[config.mk]
export PLATFORM = sky130hd
export DESIGN_NAME = popcnt_compress_pipe
export DESIGN_NICKNAME = d
export VERILOG_FILES = /design/src/rtl/popcnt_pkg.sv /design/src/rtl/popcnt_compress_pipe_group4.sv /design/src/rtl/popcnt_compress_pipe.sv
export SDC_FILE = /design/constraint.sdc
export NUM_CORES = 1
export LEC_CHECK = 0
export BUFFER_PORTS_ARGS = -buffer_cell sky130_fd_sc_hd__buf_2
export CORE_ASPECT_RATIO = 0.8
export CORE_MARGIN = 8
export CORE_UTILIZATION = 40
export DETAILED_ROUTE_END_ITERATION = 8
export PLACE_DENSITY_LB_ADDON = 0.25
export SLEW_MARGIN = 0
export SYNTH_ARGS = -nofsm -noshare
export SYNTH_HDL_FRONTEND = slang
export SYNTH_SLANG_ARGS = --single-unit
export TNS_END_PERCENT = 1
[constraint.sdc]
create_clock -name clk -period 4.4 [get_ports clk]
set_clock_uncertainty 0.15 [all_clocks]
set_input_delay 0.66 -clock clk [delete_from_list [all_inputs] [get_ports clk]]
set_output_delay 0.66 -clock clk [all_outputs]
set_load 0.1 [all_outputs]
[src/rtl/popcnt_pkg.sv]
// Shared constants and helpers for the pipelined popcount compressor.
// sat_add works on up to 64-bit operands; bit 64 of the result flags a clipped sum.
package popcnt_pkg;

    localparam int GRP_W     = 4;
    localparam int GRP_CNT_W = 3;

    function automatic int cnt_w(input int n);
        return $clog2(n + 1);
    endfunction

    function automatic logic [64:0] sat_add(input logic [63:0] a, input logic [63:0] b, input int w);
        logic [64:0] sum;
        logic [63:0] maxVal;
        sum    = {1'b0, a} + {1'b0, b};
        maxVal = (w >= 64) ? '1 : ((64'd1 << w) - 64'd1);
        if (sum > {1'b0, maxVal}) begin
            return {1'b1, maxVal};
        end
        return sum;
    endfunction

endpackage

[src/rtl/popcnt_compress_pipe_group4.sv]
// Combinational 4-bit population counter: one full adder on bits 0..2,
// then two half adders fold in bit 3 and merge the carries.
module popcnt_group4
    import popcnt_pkg::*;
(
    input  logic [GRP_W-1:0]     bits_i,
    output logic [GRP_CNT_W-1:0] count_o
);

    logic faSum;
    logic faCarry;
    logic haCarry;

    assign faSum   = bits_i[0] ^ bits_i[1] ^ bits_i[2];
    assign faCarry = (bits_i[0] & bits_i[1]) | (bits_i[2] & (bits_i[0] ^ bits_i[1]));
    assign haCarry = faSum & bits_i[3];
    assign count_o = {faCarry & haCarry, faCarry ^ haCarry, faSum ^ bits_i[3]};

endmodule

[src/rtl/popcnt_compress_pipe.sv]
// Two-stage popcount pipeline: S1 registers per-group counts, S2 sums them and
// updates the saturating per-packet accumulator. Valid/ready with bubble collapse.
module popcnt_compress_pipe
    import popcnt_pkg::*;
#(
    parameter  int IN_W  = 16,
    parameter  int ACC_W = 16,
    localparam int CNT_W = cnt_w(IN_W)
) (
    input  logic             clk,
    input  logic             rst,
    input  logic             in_valid,
    output logic             in_ready,
    input  logic [IN_W-1:0]  in_data,
    input  logic             in_last,
    input  logic             acc_en,
    output logic             out_valid,
    input  logic             out_ready,
    output logic [CNT_W-1:0] out_count,
    output logic [ACC_W-1:0] out_acc,
    output logic             out_last,
    output logic             out_overflow
);

    localparam int NGRP = IN_W / GRP_W;

    logic [NGRP-1:0][GRP_CNT_W-1:0] grpCnt;
    logic [NGRP-1:0][GRP_CNT_W-1:0] s1Grp_q;
    logic                           s1Valid_q;
    logic                           s1Last_q;
    logic                           s1AccEn_q;

    logic             outValid_q;
    logic [CNT_W-1:0] outCount_q;
    logic [ACC_W-1:0] outAcc_q;
    logic             outLast_q;
    logic             outOvf_q;
    logic [ACC_W-1:0] acc_q;
    logic             ovf_q;

    logic             s2Adv;
    logic             s1Adv;
    logic [CNT_W-1:0] grpSum_d;
    logic [ACC_W-1:0] accNext_d;
    logic             ovfNext_d;
    logic [64:0]      satRes;
    logic             unusedSatBits;

    for (genvar g = 0; g < NGRP; g++) begin : gGrp
        popcnt_group4 uGrp (
            .bits_i  (in_data[g*GRP_W +: GRP_W]),
            .count_o (grpCnt[g])
        );
    end

    assign s2Adv    = !outValid_q || out_ready;
    assign s1Adv    = !s1Valid_q || s2Adv;
    assign in_ready = s1Adv;

    always_ff @(posedge clk or posedge rst) begin
        if (rst) begin
            s1Valid_q <= 1'b0;
            s1Grp_q   <= '0;
            s1Last_q  <= 1'b0;
            s1AccEn_q <= 1'b0;
        end else if (s1Adv) begin
            s1Valid_q <= in_valid;
            if (in_valid) begin
                s1Grp_q   <= grpCnt;
                s1Last_q  <= in_last;
                s1AccEn_q <= acc_en;
            end
        end
    end

    always_comb begin
        grpSum_d = '0;
        for (int g = 0; g < NGRP; g++) begin
            grpSum_d = grpSum_d + CNT_W'(s1Grp_q[g]);
        end
    end

    assign satRes        = sat_add(64'(acc_q), 64'(grpSum_d), ACC_W);
    assign unusedSatBits = ^satRes[63:ACC_W];

    always_comb begin
        accNext_d = ACC_W'(grpSum_d);
        ovfNext_d = 1'b0;
        if (s1AccEn_q) begin
            accNext_d = satRes[ACC_W-1:0];
            ovfNext_d = ovf_q | satRes[64];
        end
    end

    // A last beat can only be followed by a capture once it has left S2, so
    // clearing the running state at its own capture is observably the same.
    always_ff @(posedge clk or posedge rst) begin
        if (rst) begin
            outValid_q <= 1'b0;
            outCount_q <= '0;
            outAcc_q   <= '0;
            outLast_q  <= 1'b0;
            outOvf_q   <= 1'b0;
            acc_q      <= '0;
            ovf_q      <= 1'b0;
        end else if (s2Adv) begin
            outValid_q <= s1Valid_q;
            if (s1Valid_q) begin
                outCount_q <= grpSum_d;
                outAcc_q   <= accNext_d;
                outLast_q  <= s1Last_q;
                outOvf_q   <= ovfNext_d;
                acc_q      <= s1Last_q ? '0 : accNext_d;
                ovf_q      <= s1Last_q ? 1'b0 : ovfNext_d;
            end
        end
    end

    assign out_valid    = outValid_q;
    assign out_count    = outCount_q;
    assign out_acc      = outAcc_q;
    assign out_last     = outLast_q;
    assign out_overflow = outOvf_q;

endmodule

==> results of run 1 <==
-- stage by stage --
| stage | cell area, µm² | utilization (%) | cells |
|---|---|---|---|
| 2_1_floorplan | 3379 | - | 344 |
| 3_3_place_gp | 3711 | 44.53 | 493 |
| 3_5_place_dp | 3711 | 44.53 | 493 |
| 4_1_cts | 3819 | 45.83 | 501 |
| 5_1_grt | 3874 | 46.49 | 504 |
| 6_report | 3874 | 46.49 | 504 |
-- synthesized netlist by cell type (4+ instances only) --
| cell type | n | area [µm²] |
|---|---|---|
| sky130_fd_sc_hd__inv_1 | 38 | 142.6 |
| sky130_fd_sc_hd__xnor2_1 | 4 | 35.03 |
| sky130_fd_sc_hd__ha_1 | 17 | 212.7 |
| sky130_fd_sc_hd__nand2b_1 | 5 | 31.28 |
| sky130_fd_sc_hd__dfrtp_1 | 56 | 1401 |
| sky130_fd_sc_hd__nand3b_1 | 4 | 30.03 |
| sky130_fd_sc_hd__a22oi_1 | 6 | 45.04 |
| sky130_fd_sc_hd__a31oi_1 | 11 | 68.82 |
| sky130_fd_sc_hd__and3_1 | 5 | 31.28 |
| sky130_fd_sc_hd__nand3_1 | 9 | 45.04 |
| sky130_fd_sc_hd__a21oi_1 | 28 | 140.1 |
| sky130_fd_sc_hd__a21o_1 | 4 | 30.03 |
| sky130_fd_sc_hd__nor2_1 | 18 | 67.56 |
| sky130_fd_sc_hd__fa_1 | 11 | 220.2 |
| sky130_fd_sc_hd__nand2_1 | 35 | 131.4 |
| sky130_fd_sc_hd__o21ai_0 | 14 | 70.07 |
| sky130_fd_sc_hd__clkbuf_1 | 10 | 37.54 |
| sky130_fd_sc_hd__mux2_2 | 17 | 191.4 |
-- logic make-up after synthesis --
group                    after synthesis  share of synthesized area (%)
AO/OA/AOI/OAI                         85                          16.55
AND/OR/NAND/NOR                       96                          14.37
buffers and inverters                 53                          6.701
XOR/XNOR                               6                          1.555
flip-flops                            56                          41.47
adder cells (fa/ha/maj)               28                          12.81
multiplexers                          20                          6.553
-- worst max-delay path, delay by kind of cell (launching register included) --
family                     cells  cell delay, ns
AOI/OAI and AO/OA              5            1.14
adders and majority gates      5            1.98
buffers and inverters          3            0.20
DFF                            1            0.36
xor gates and xnor gates       1            0.24
-- area by class of cell --
cell class / instances / area (µm²) / area share [%]
clock buffers: 6 / 72.57 / 1.873
clock inverters: 2 / 35.03 / 0.9044
inverters: 38 / 142.6 / 3.682
multi-input cells: 236 / 1779 / 45.93
flip-flops and latches: 56 / 1401 / 36.18
well taps: 112 / 140.1 / 3.618
repair buffers: 54 / 302.8 / 7.817
-- state kept, by name (all words and copies together) (netlist names) --
register,count
ovf_q,1
out_count,5
out_last,1
s1Grp_q,12
s1Last_q,1
s1AccEn_q,1
out_overflow,1
s1Valid_q,1
out_acc,16
out_valid,1
acc_q,16
-- power by group through the flow --
stage	clock network (mW)	logic (mW)	registers [mW]
5_1_grt	0.373	1.74	0.718
2_1_floorplan	0	0.870	1.08
3_3_place_gp	0	1.52	0.711
6_report	0.341	1.58	0.699
3_5_place_dp	0	1.56	0.712
4_1_cts	0.353	1.57	0.701
-- worst max path at each step --
stage / to / slack [ns] / cells after the start
floorplan: acc_q[11] / 0.50 / 14
global placement: out_acc[4] / 0.18 / 14
detailed placement: out_acc[0] / 0.08 / 14
CTS: out_acc[0] / 0.05 / 14
global route: acc_q[11] / 0.009 / 14
finish: acc_q[11] / 0.18 / 14
-- routing by layer --
metal	global-route usage [%]	vias up	share of wire (%)
li1	-	1289	-
met1	20.17	1267	51
met2	20.16	46	45
met3	2.422	5	3.4
met4	3.492	0	0.90
met5	0	-	0
-- timing repair --
item,4_1_cts,5_1_grt
resized for setup,0,4
endpoints found under the setup margin,0,27
hold endpoints to repair,0,0
setup buffers,0,2
==> impl_metrics.env, run 1 <==
export IMPL_maximum_number_of_pins_on_one_net_before_global_route_repair=37
export IMPL_critical_path_max_stage_delay_ns=0.55
export IMPL_place_congestion=0.8423
export IMPL_critPathRequiredTime_ns=4.40
export IMPL_max_slew_worst_pin_slew_ns=0.9698
export IMPL_comb_power_share_pct=60.3
export IMPL_total_power_mw=2.619
export IMPL_ff2ff_setup_slack_ns=0.18
export IMPL_flow_area_growth_from_synthesis_pct=14.62
export IMPL_worstPathCellList="inv_1 -> fa_1 -> inv_1 -> fa_1 -> ha_1 -> fa_1 -> xnor2_1 -> inv_1 -> ha_1 -> o21a_1 -> a21boi_2 -> o211ai_1 -> a31o_2 -> a21oi_1"
export IMPL_clock_insertion_delay_at_the_later_pin_of_the_skew_report_ns=0.31
export IMPL_maxSlewViolCount=0
export IMPL_layout_net_count=441
export IMPL_fp_coreArea_um2=8333
export IMPL_cts_root_buf="sky130_fd_sc_hd__clkbuf_8"
export IMPL_antenna_cells_inserted=0
export IMPL_power_per_cell_area_nw_per_um2=676.0
export IMPL_fmaxAchievable_mhz=236.7
export IMPL_cts_made_buffers=5
export IMPL_intPower_mw=1.316
export IMPL_setup_ws_pre_cts_ns=0.08493
export IMPL_remaining_global_route_overflow=0
export IMPL_nFillCells=811
export IMPL_cp_start_kind="flop"
export IMPL_synth_ff_type="sky130_fd_sc_hd__dfrtp_1"
export IMPL_netlist_area_um2=3379
export IMPL_drive_gt1_share_pct=23.47
export IMPL_critPathMaxFanout=6
export IMPL_hold_buffers=0
export IMPL_min_delay_path_class="input port to asynchronous set/reset pin"
export IMPL_via_count_of_the_first_global_routing_pass=2592
export IMPL_drt_wirelength_per_cell_um=15.59
export IMPL_placement_io_buffers=46
export IMPL_final_setup_viol_count=0
export IMPL_power_share_sequential_pct=26.7
export IMPL_fp_dieH_um=98.22
export IMPL_syn_area_per_cell_um2=9.824
export IMPL_initial_core_util_pct=40.56
export IMPL_cell_depth_of_the_worst_flop_to_flop_path=14
export IMPL_synth_fp_nets=394
export IMPL_edff_count_synth=0
export IMPL_leakage_nw=1.906
export IMPL_layout_commonest_cell="sky130_fd_sc_hd__dfrtp_1"
export IMPL_synthesis_yosys_warnings=0
export IMPL_slew_headroom_pct=35.35
export IMPL_wire_length_of_the_first_global_routing_pass_um=13340
export IMPL_drt_pass1_iter_count=5
export IMPL_antenna_left=0
export IMPL_worstPathArrival_ns=4.23
export IMPL_ys_async_sr_fraction_pct=100.0
export IMPL_routed_wl_um=7855
export IMPL_synth_cell_type_count=51
export IMPL_switching_share_pct=49.75
export IMPL_synth_ff_latch_count=56
export IMPL_layout_cells_most_common_list="sky130_fd_sc_hd__dfrtp_1 (56), sky130_fd_sc_hd__buf_2 (46), sky130_fd_sc_hd__inv_1 (37), sky130_fd_sc_hd__nand2_1 (35), sky130_fd_sc_hd__a21oi_1 (28)"
export IMPL_clock_sinks=56
export IMPL_setup_worst_path_class="flop to flop"
export IMPL_clock_network_fraction_of_design_power_pct=13.0
export IMPL_dr_vias=2607
export IMPL_grt_antenna_before_repair=0
export IMPL_cpMaxStageDelayCell="sky130_fd_sc_hd__fa_1"
export IMPL_floorplan_io_pins=47
export IMPL_outcome="finished, final reports clean"
export IMPL_die_area_um2=11660
export IMPL_viasPerCell=5.173
export IMPL_reg2reg_from="s1Grp_q[1]"
export IMPL_cap_viol_max_count=0
export IMPL_dr_first_iter_drc_count=121
export IMPL_p_switching_mw=1.303
export IMPL_post_route_min_period_ns=4.224
export IMPL_placementRows=30
export IMPL_hold_ws_ns=0.1790
export IMPL_fin_crit_sh_pct=96.01
export IMPL_postLayoutSetupSlackWorst_ns=0.1756
export IMPL_vdd_ir_drop_worst_mv=0.5251
export IMPL_end_kind="flop"
export IMPL_netlist_instances=344
export IMPL_detail_route_drc_violations=0
export IMPL_gr_usage_all_layers_pct=13.73
export IMPL_dp_hpwl_um=5793
export IMPL_setup_tns_ns=0
export IMPL_final_hold_violation_count=0
export IMPL_clock_tree_htree_level_count=2
export IMPL_cts_tree="done"
export IMPL_cts_max_path_buffers=2
export IMPL_grt_setup_unrepaired="no"
export IMPL_worstReg2RegEnd="acc_q[11]"
export IMPL_crit_path_start="s1Grp_q[1]"
export IMPL_yosysSeqAreaShare_pct=41.47
export IMPL_cts_clk_slew_worst_paths_ns=0.11
export IMPL_floorplan_die_width_um=118.8
(Power assumes the default switching activity.)
==> run 2, diff against run 1 <==
- ABC_AREA: not set -> 1
==> run 2 against run 1 <==
Against the previous run: global-route usage down 0.34 points; routed wire length shrank 4.6%; core utilization shrank 0.83 points; worst setup slack gained 0.44 ns; non-clock buffer count down 6; first-iteration DRC count rose by 51%; critical endpoint is now acc_q[5].
==> impl_metrics.env, run 2 <==
export IMPL_floorplan_io_pins=47
export IMPL_remaining_global_route_overflow=0
export IMPL_placement_io_buffers=46
export IMPL_cts_made_buffers=5
export IMPL_setup_worst_path_class="flop to flop"
export IMPL_viasPerCell=4.750
export IMPL_min_delay_path_class="input port to asynchronous set/reset pin"
export IMPL_final_area_um2=3805
export IMPL_cts_max_path_buffers=2
export IMPL_gr_usage_all_layers_pct=13.39
export IMPL_postLayoutSetupSlackWorst_ns=0.6182
export IMPL_yosysTopAreaCellShare_pct=41.60
export IMPL_fin_crit_sh_pct=85.95
export IMPL_wire_length_of_the_first_global_routing_pass_um=13020
export IMPL_edff_count_synth=0
export IMPL_layout_commonest_cell="sky130_fd_sc_hd__nand2_1"
export IMPL_globalRouteMet3Util_pct=3.114
export IMPL_power_per_cell_area_nw_per_um2=691.7
export IMPL_setup_ws_pre_cts_ns=0.6037
export IMPL_dpl_cell_area_um2=3679
export IMPL_synthesis_yosys_warnings=0
export IMPL_drt_wirelength_per_cell_um=13.31
export IMPL_setup_tns_ns=0
export IMPL_layout_net_count=500
export IMPL_worstPathArrival_ns=3.82
export IMPL_grt_busiest_layer="met2"
export IMPL_routed_wl_um=7494
export IMPL_clock_sinks=56
export IMPL_synth_most_common_cell="sky130_fd_sc_hd__nand2_1"
export IMPL_drt_pass1_iter_count=4
export IMPL_hold_buffers=0
export IMPL_cts_tree="done"
export IMPL_synth_ff_type="sky130_fd_sc_hd__dfrtp_1"
export IMPL_vdd_ir_drop_worst_mv=0.3302
export IMPL_leakage_nw=2.165
export IMPL_synth_cell_type_count=27
export IMPL_yosysSeqAreaShare_pct=41.60
export IMPL_total_power_mw=2.632
export IMPL_synth_fp_nets=455
export IMPL_ys_async_sr_fraction_pct=100.0
export IMPL_slew_headroom_pct=39.33
export IMPL_maxSlewViolCount=0
export IMPL_via_count_of_the_first_global_routing_pass=2708
export IMPL_cap_viol_max_count=0
export IMPL_drive_gt1_share_pct=19.51
export IMPL_placementRows=30
export IMPL_maximum_number_of_pins_on_one_net_before_global_route_repair=44
export IMPL_cts_post_setup_buffers_inserted=0
export IMPL_worstReg2RegEnd="acc_q[5]"
export IMPL_fmaxAchievable_mhz=264.4
export IMPL_flow_area_growth_from_synthesis_pct=12.96
export IMPL_outcome="finished, final reports clean"
export IMPL_cell_depth_of_the_worst_flop_to_flop_path=16
export IMPL_netlist_instances=405
export IMPL_cts_resized=0
export IMPL_dr_first_iter_drc_count=183
export IMPL_floorplan_die_width_um=118.6
export IMPL_clock_insertion_delay_at_the_later_pin_of_the_skew_report_ns=0.31
export IMPL_met2_usage_pct=20.12
export IMPL_reg2reg_from="s1Grp_q[4]"
export IMPL_syn_area_per_cell_um2=8.317
export IMPL_synth_cells_most_frequent="sky130_fd_sc_hd__nand2_1 (128), sky130_fd_sc_hd__inv_1 (60), sky130_fd_sc_hd__dfrtp_1 (56)"
export IMPL_final_hold_violation_count=0
export IMPL_critPathRequiredTime_ns=4.44
export IMPL_dr_vias=2674
export IMPL_post_route_min_period_ns=3.782
export IMPL_detail_route_drc_violations=0
export IMPL_final_setup_viol_count=0
export IMPL_die_area_um2=11630
export IMPL_antenna_left=0
export IMPL_netlist_area_um2=3368
export IMPL_cp_start_kind="flop"
export IMPL_clock_tree_htree_level_count=2
export IMPL_cts_clk_slew_worst_paths_ns=0.10
export IMPL_fp_coreArea_um2=8333
export IMPL_cts_root_buf="sky130_fd_sc_hd__clkbuf_8"
export IMPL_initial_core_util_pct=40.42
export IMPL_layout_cells_most_common_list="sky130_fd_sc_hd__nand2_1 (128), sky130_fd_sc_hd__inv_1 (59), sky130_fd_sc_hd__dfrtp_1 (56), sky130_fd_sc_hd__buf_2 (46), sky130_fd_sc_hd__nand3_1 (37)"
export IMPL_dp_hpwl_um=5700
export IMPL_end_kind="flop"
export IMPL_ff2ff_setup_slack_ns=0.62
export IMPL_antenna_cells_inserted=0
export IMPL_synth_ff_latch_count=56
export IMPL_place_congestion=0.8584
export IMPL_fp_dieH_um=98.08
export IMPL_max_slew_worst_pin_slew_ns=0.9091
export IMPL_synthDominantAreaCellType="sky130_fd_sc_hd__dfrtp_1"
export IMPL_critPathMaxFanout=16
export IMPL_grt_setup_unrepaired="no"
export IMPL_grt_antenna_before_repair=0
export IMPL_yosys_top_cells_area="sky130_fd_sc_hd__dfrtp_1 (42%), sky130_fd_sc_hd__nand2_1 (14%), sky130_fd_sc_hd__inv_1 (6.7%)"
export IMPL_grt_util_met1_pct=19.07
[run 2: area by class of cell]
cell class	instances	area [µm²]
Sequential cell	56	1401
Clock buffer	7	96.34
Fill cell	847	4528
Multi-Input combinational cell	278	1663
Tap cell	112	140.1
Inverter	61	229.0
Timing Repair Buffer	48	245.2
Clock inverter	1	30.03
[run 2: power by group]
part,total [mW],switching (mW),internal (mW),leakage [nW]
logic,1.58,1.12,0.459,1.38
registers,0.690,0.0667,0.623,0.719
clock network,0.366,0.165,0.201,0.0645
total,2.63,1.35,1.28,2.16
[run 2: critical path, stage by stage, from the launching register on]
cell and delay, ns:
sky130_fd_sc_hd__dfrtp_1 0.34, sky130_fd_sc_hd__inv_1 0.07, sky130_fd_sc_hd__fa_1 0.51, sky130_fd_sc_hd__inv_1 0.05, sky130_fd_sc_hd__fa_1 0.46, sky130_fd_sc_hd__ha_1 0.23
sky130_fd_sc_hd__fa_1 0.38, sky130_fd_sc_hd__xor2_1 0.16, sky130_fd_sc_hd__ha_1 0.34, sky130_fd_sc_hd__nand2_1 0.13, sky130_fd_sc_hd__nand3_2 0.12, sky130_fd_sc_hd__nand2_2 0.10
sky130_fd_sc_hd__nand2_4 0.06, sky130_fd_sc_hd__nand2_4 0.22, sky130_fd_sc_hd__nand3_1 0.15, sky130_fd_sc_hd__nand3_1 0.09, sky130_fd_sc_hd__o21ai_0 0.09
[run 2: cells by family after synthesis]
family          Yosys count  synth area share, %
flops                    56                41.60
mux                       5                1.672
buf+inv                  71                9.026
simple gates            215                29.68
xor+xnor                  4                1.040
compound gates           26                4.124
fa+ha+maj                28                12.85
[run 2: worst max-delay path by stage]
stage / startpoint / end
6_report: s1Grp_q[4] / acc_q[5]
5_1_grt: s1Grp_q[4] / acc_q[5]
4_1_cts: s1Grp_q[1] / acc_q[5]
3_5_place_dp: s1Grp_q[1] / acc_q[5]
3_3_place_gp: s1Grp_q[1] / acc_q[7]
2_1_floorplan: s1Grp_q[1] / acc_q[4]
[run 2: through the flow]
step                cells  util (%)  hold WS [ns]
floorplan             405         -        0.3055
global placement      555     44.14        0.3091
detailed placement    555     44.14        0.3106
CTS                   563     45.66        0.3368
global route          563     45.66        0.3495
finish                563     45.66        0.3238
[run 2: per-layer routing]
layer  up-vias  wire (µm)
li1       1346          -
met1      1273       3754
met2        49       3305
met3         6        386
met4         0         46
met5         -          0
==> run 3, diff against run 2 <==
- CORE_ASPECT_RATIO: 0.8 -> not set
==> run 3 against run 2 <==
Against the previous run: sequential cell count unchanged; fmax decreased by 1.2%; total power decreased by 1.5%; via count decreased by 0.45%; clock-buffer cell count decreased by 2; non-clock buffer count unchanged; critical path depth unchanged.
==> impl_metrics.env, run 3 (synthesis gave the netlist of run 2 again) <==
export IMPL_nFillCells=847
export IMPL_fp_dieH_um=107.8
export IMPL_clock_tree_htree_level_count=2
export IMPL_floorplan_io_pins=47
export IMPL_placementRows=33
export IMPL_cts_made_buffers=5
export IMPL_detail_route_drc_violations=0
export IMPL_post_route_min_period_ns=3.829
export IMPL_layout_cells_most_common_list="sky130_fd_sc_hd__nand2_1 (128), sky130_fd_sc_hd__inv_1 (59), sky130_fd_sc_hd__dfrtp_1 (56), sky130_fd_sc_hd__buf_2 (46), sky130_fd_sc_hd__nand3_1 (37)"
export IMPL_switching_share_pct=51.94
export IMPL_fp_coreArea_um2=8175
export IMPL_total_power_mw=2.592
export IMPL_grt_setup_unrepaired="no"
export IMPL_critPathTopFamily="adder cells"
export IMPL_cts_resized=0
export IMPL_gr_usage_all_layers_pct=13.33
export IMPL_cts_root_buf="sky130_fd_sc_hd__clkbuf_8"
export IMPL_ff2ff_setup_slack_ns=0.57
export IMPL_fmaxAchievable_mhz=261.2
export IMPL_antenna_cells_inserted=0
export IMPL_cpMaxStageDelayCell="sky130_fd_sc_hd__fa_1"
export IMPL_dr_vias=2662
export IMPL_power_per_cell_area_nw_per_um2=684.9
export IMPL_hold_ws_ns=0.3315
export IMPL_outcome="finished, final reports clean"
export IMPL_via_count_of_the_first_global_routing_pass=2829
export IMPL_setup_worst_path_class="flop to flop"
export IMPL_drt_wirelength_per_cell_um=12.70
export IMPL_routed_wl_um=7063
export IMPL_dr_first_iter_drc_count=97
export IMPL_hold_buffers=0
export IMPL_slew_headroom_pct=36.64
export IMPL_drive_gt1_share_pct=19.51
export IMPL_critical_path_max_stage_delay_ns=0.53
export IMPL_cts_tree="done"
export IMPL_wp_buf_inv=2
export IMPL_intPower_mw=1.246
export IMPL_cell_depth_of_the_worst_flop_to_flop_path=16
export IMPL_flow_area_growth_from_synthesis_pct=12.37
export IMPL_wire_length_of_the_first_global_routing_pass_um=12740
export IMPL_layoutNonFillerInstCount=556
export IMPL_power_share_sequential_pct=26.5
export IMPL_layout_commonest_cell="sky130_fd_sc_hd__nand2_1"
export IMPL_maxSlewViolCount=0
export IMPL_whs_path_depth=2
export IMPL_worstPathCellList="inv_1 -> fa_1 -> inv_1 -> fa_1 -> ha_1 -> fa_1 -> xor2_1 -> ha_1 -> nand2_1 -> nand3_2 -> nand2_2 -> nand2_4 -> nand2_4 -> nand3_1 -> nand3_1 -> o21ai_0"
export IMPL_critPathRequiredTime_ns=4.45
export IMPL_cp_start_kind="flop"
export IMPL_clock_insertion_delay_at_the_later_pin_of_the_skew_report_ns=0.32
export IMPL_cts_max_path_buffers=2
export IMPL_worstReg2RegEnd="acc_q[6]"
export IMPL_cap_viol_max_count=0
export IMPL_clock_sinks=56
export IMPL_fin_crit_sh_pct=87.02
export IMPL_end_kind="flop"
export IMPL_vdd_ir_drop_worst_mv=0.5131
export IMPL_final_area_um2=3785
export IMPL_crit_top_cell="sky130_fd_sc_hd__fa_1"
export IMPL_hp_start="out_acc[9]"
export IMPL_remaining_global_route_overflow=0
export IMPL_viasPerCell=4.788
export IMPL_cts_post_setup_buffers_inserted=0
export IMPL_p_switching_mw=1.346
export IMPL_min_delay_path_class="flop to flop"
export IMPL_setup_tns_ns=0
export IMPL_hold_endpoint="out_acc[9]"
export IMPL_final_hold_violation_count=0
export IMPL_max_slew_worst_pin_slew_ns=0.9494
export IMPL_placed_cells_incl_taps=548
export IMPL_clock_network_fraction_of_design_power_pct=13.6
export IMPL_final_seq_area_um2=1401
export IMPL_final_setup_viol_count=0
export IMPL_die_area_um2=11610
export IMPL_place_congestion=0.8930
export IMPL_dp_hpwl_um=5216
export IMPL_floorplan_die_width_um=107.8
export IMPL_antenna_left=0
export IMPL_worstPathArrival_ns=3.88
export IMPL_grt_antenna_before_repair=0
export IMPL_leakage_nw=2.155
export IMPL_drt_pass1_iter_count=4
export IMPL_maximum_number_of_pins_on_one_net_before_global_route_repair=57
export IMPL_placement_io_buffers=46
export IMPL_layout_net_count=500
export IMPL_dpl_cell_area_um2=3670
export IMPL_critPathMaxFanout=16
export IMPL_comb_power_share_pct=59.9
export IMPL_multi_input_comb_area_um2=1663
export IMPL_cts_clk_slew_worst_paths_ns=0.11
export IMPL_reg2reg_from="s1Grp_q[1]"
export IMPL_initial_core_util_pct=41.20
==> run 3: cell count changes in the layout (fill, tap and decap cells not counted), sizes merged <==
cell,delta
clkbuf,-2
clkinvlp,+1
inv,+1
==> run 3: worst reg2reg max path, delay by kind of cell, from the launching register on <==
| kind | cells | cell delay (ns) |
|---|---|---|
| adders and majority gates | 5 | 1.97 |
| and+or+nand+nor | 7 | 0.88 |
| DFF | 1 | 0.34 |
| xor gates and xnor gates | 1 | 0.17 |
| buffers and inverters | 2 | 0.11 |
| AOI/OAI and AO/OA | 1 | 0.09 |
==> run 3: how the worst max path moves through the flow <==
stage                          start  endpoint  slack, ns  cells after the start
final                     s1Grp_q[1]  acc_q[6]       0.57                     16
after floorplan           s1Grp_q[1]  acc_q[4]       0.90                     17
after global routing      s1Grp_q[1]  acc_q[1]       0.31                     16
after global placement    s1Grp_q[1]  acc_q[7]       0.72                     16
after CTS                 s1Grp_q[1]  acc_q[1]       0.56                     16
after detailed placement  s1Grp_q[1]  acc_q[1]       0.57                     16
==> run 3: cell type report <==
class / instances / share of cell area, %
multi-input combinational: 278 / 43.93
timing repair buffer: 48 / 6.479
sequential: 56 / 37.02
clock inverter: 3 / 1.223
tap: 105 / 3.471
clock buffer: 5 / 1.818
inverter: 61 / 6.050
==> run 3: metal layers <==
metal  vias up  global-route usage [%]  part of all wire [%]
met5         -                       0                     0
met4         0                   4.955                   1.6
met3        10                   2.814                   3.6
met2        40                   20.35                    44
met1      1264                   18.08                    51
li1       1348                       -                     -
==> run 3: power by group through the flow <==
stage | Clock [mW] | Combinational (mW) | Sequential, mW
2_1_floorplan | 0 | 0.873 | 1.08
3_3_place_gp | 0 | 1.53 | 0.698
3_5_place_dp | 0 | 1.56 | 0.699
4_1_cts | 0.360 | 1.56 | 0.690
5_1_grt | 0.380 | 1.74 | 0.705
6_report | 0.352 | 1.55 | 0.688
==> run 3: stage by stage <==
| step | util (%) | worst slack [ns] |
|---|---|---|
| after CTS | 46.30 | 0.5645 |
| final | 46.30 | 0.5712 |
| after detailed placement | 44.89 | 0.5744 |
| after floorplan | - | 0.9004 |
| after global placement | 44.89 | 0.7208 |
| after global routing | 46.30 | 0.3061 |
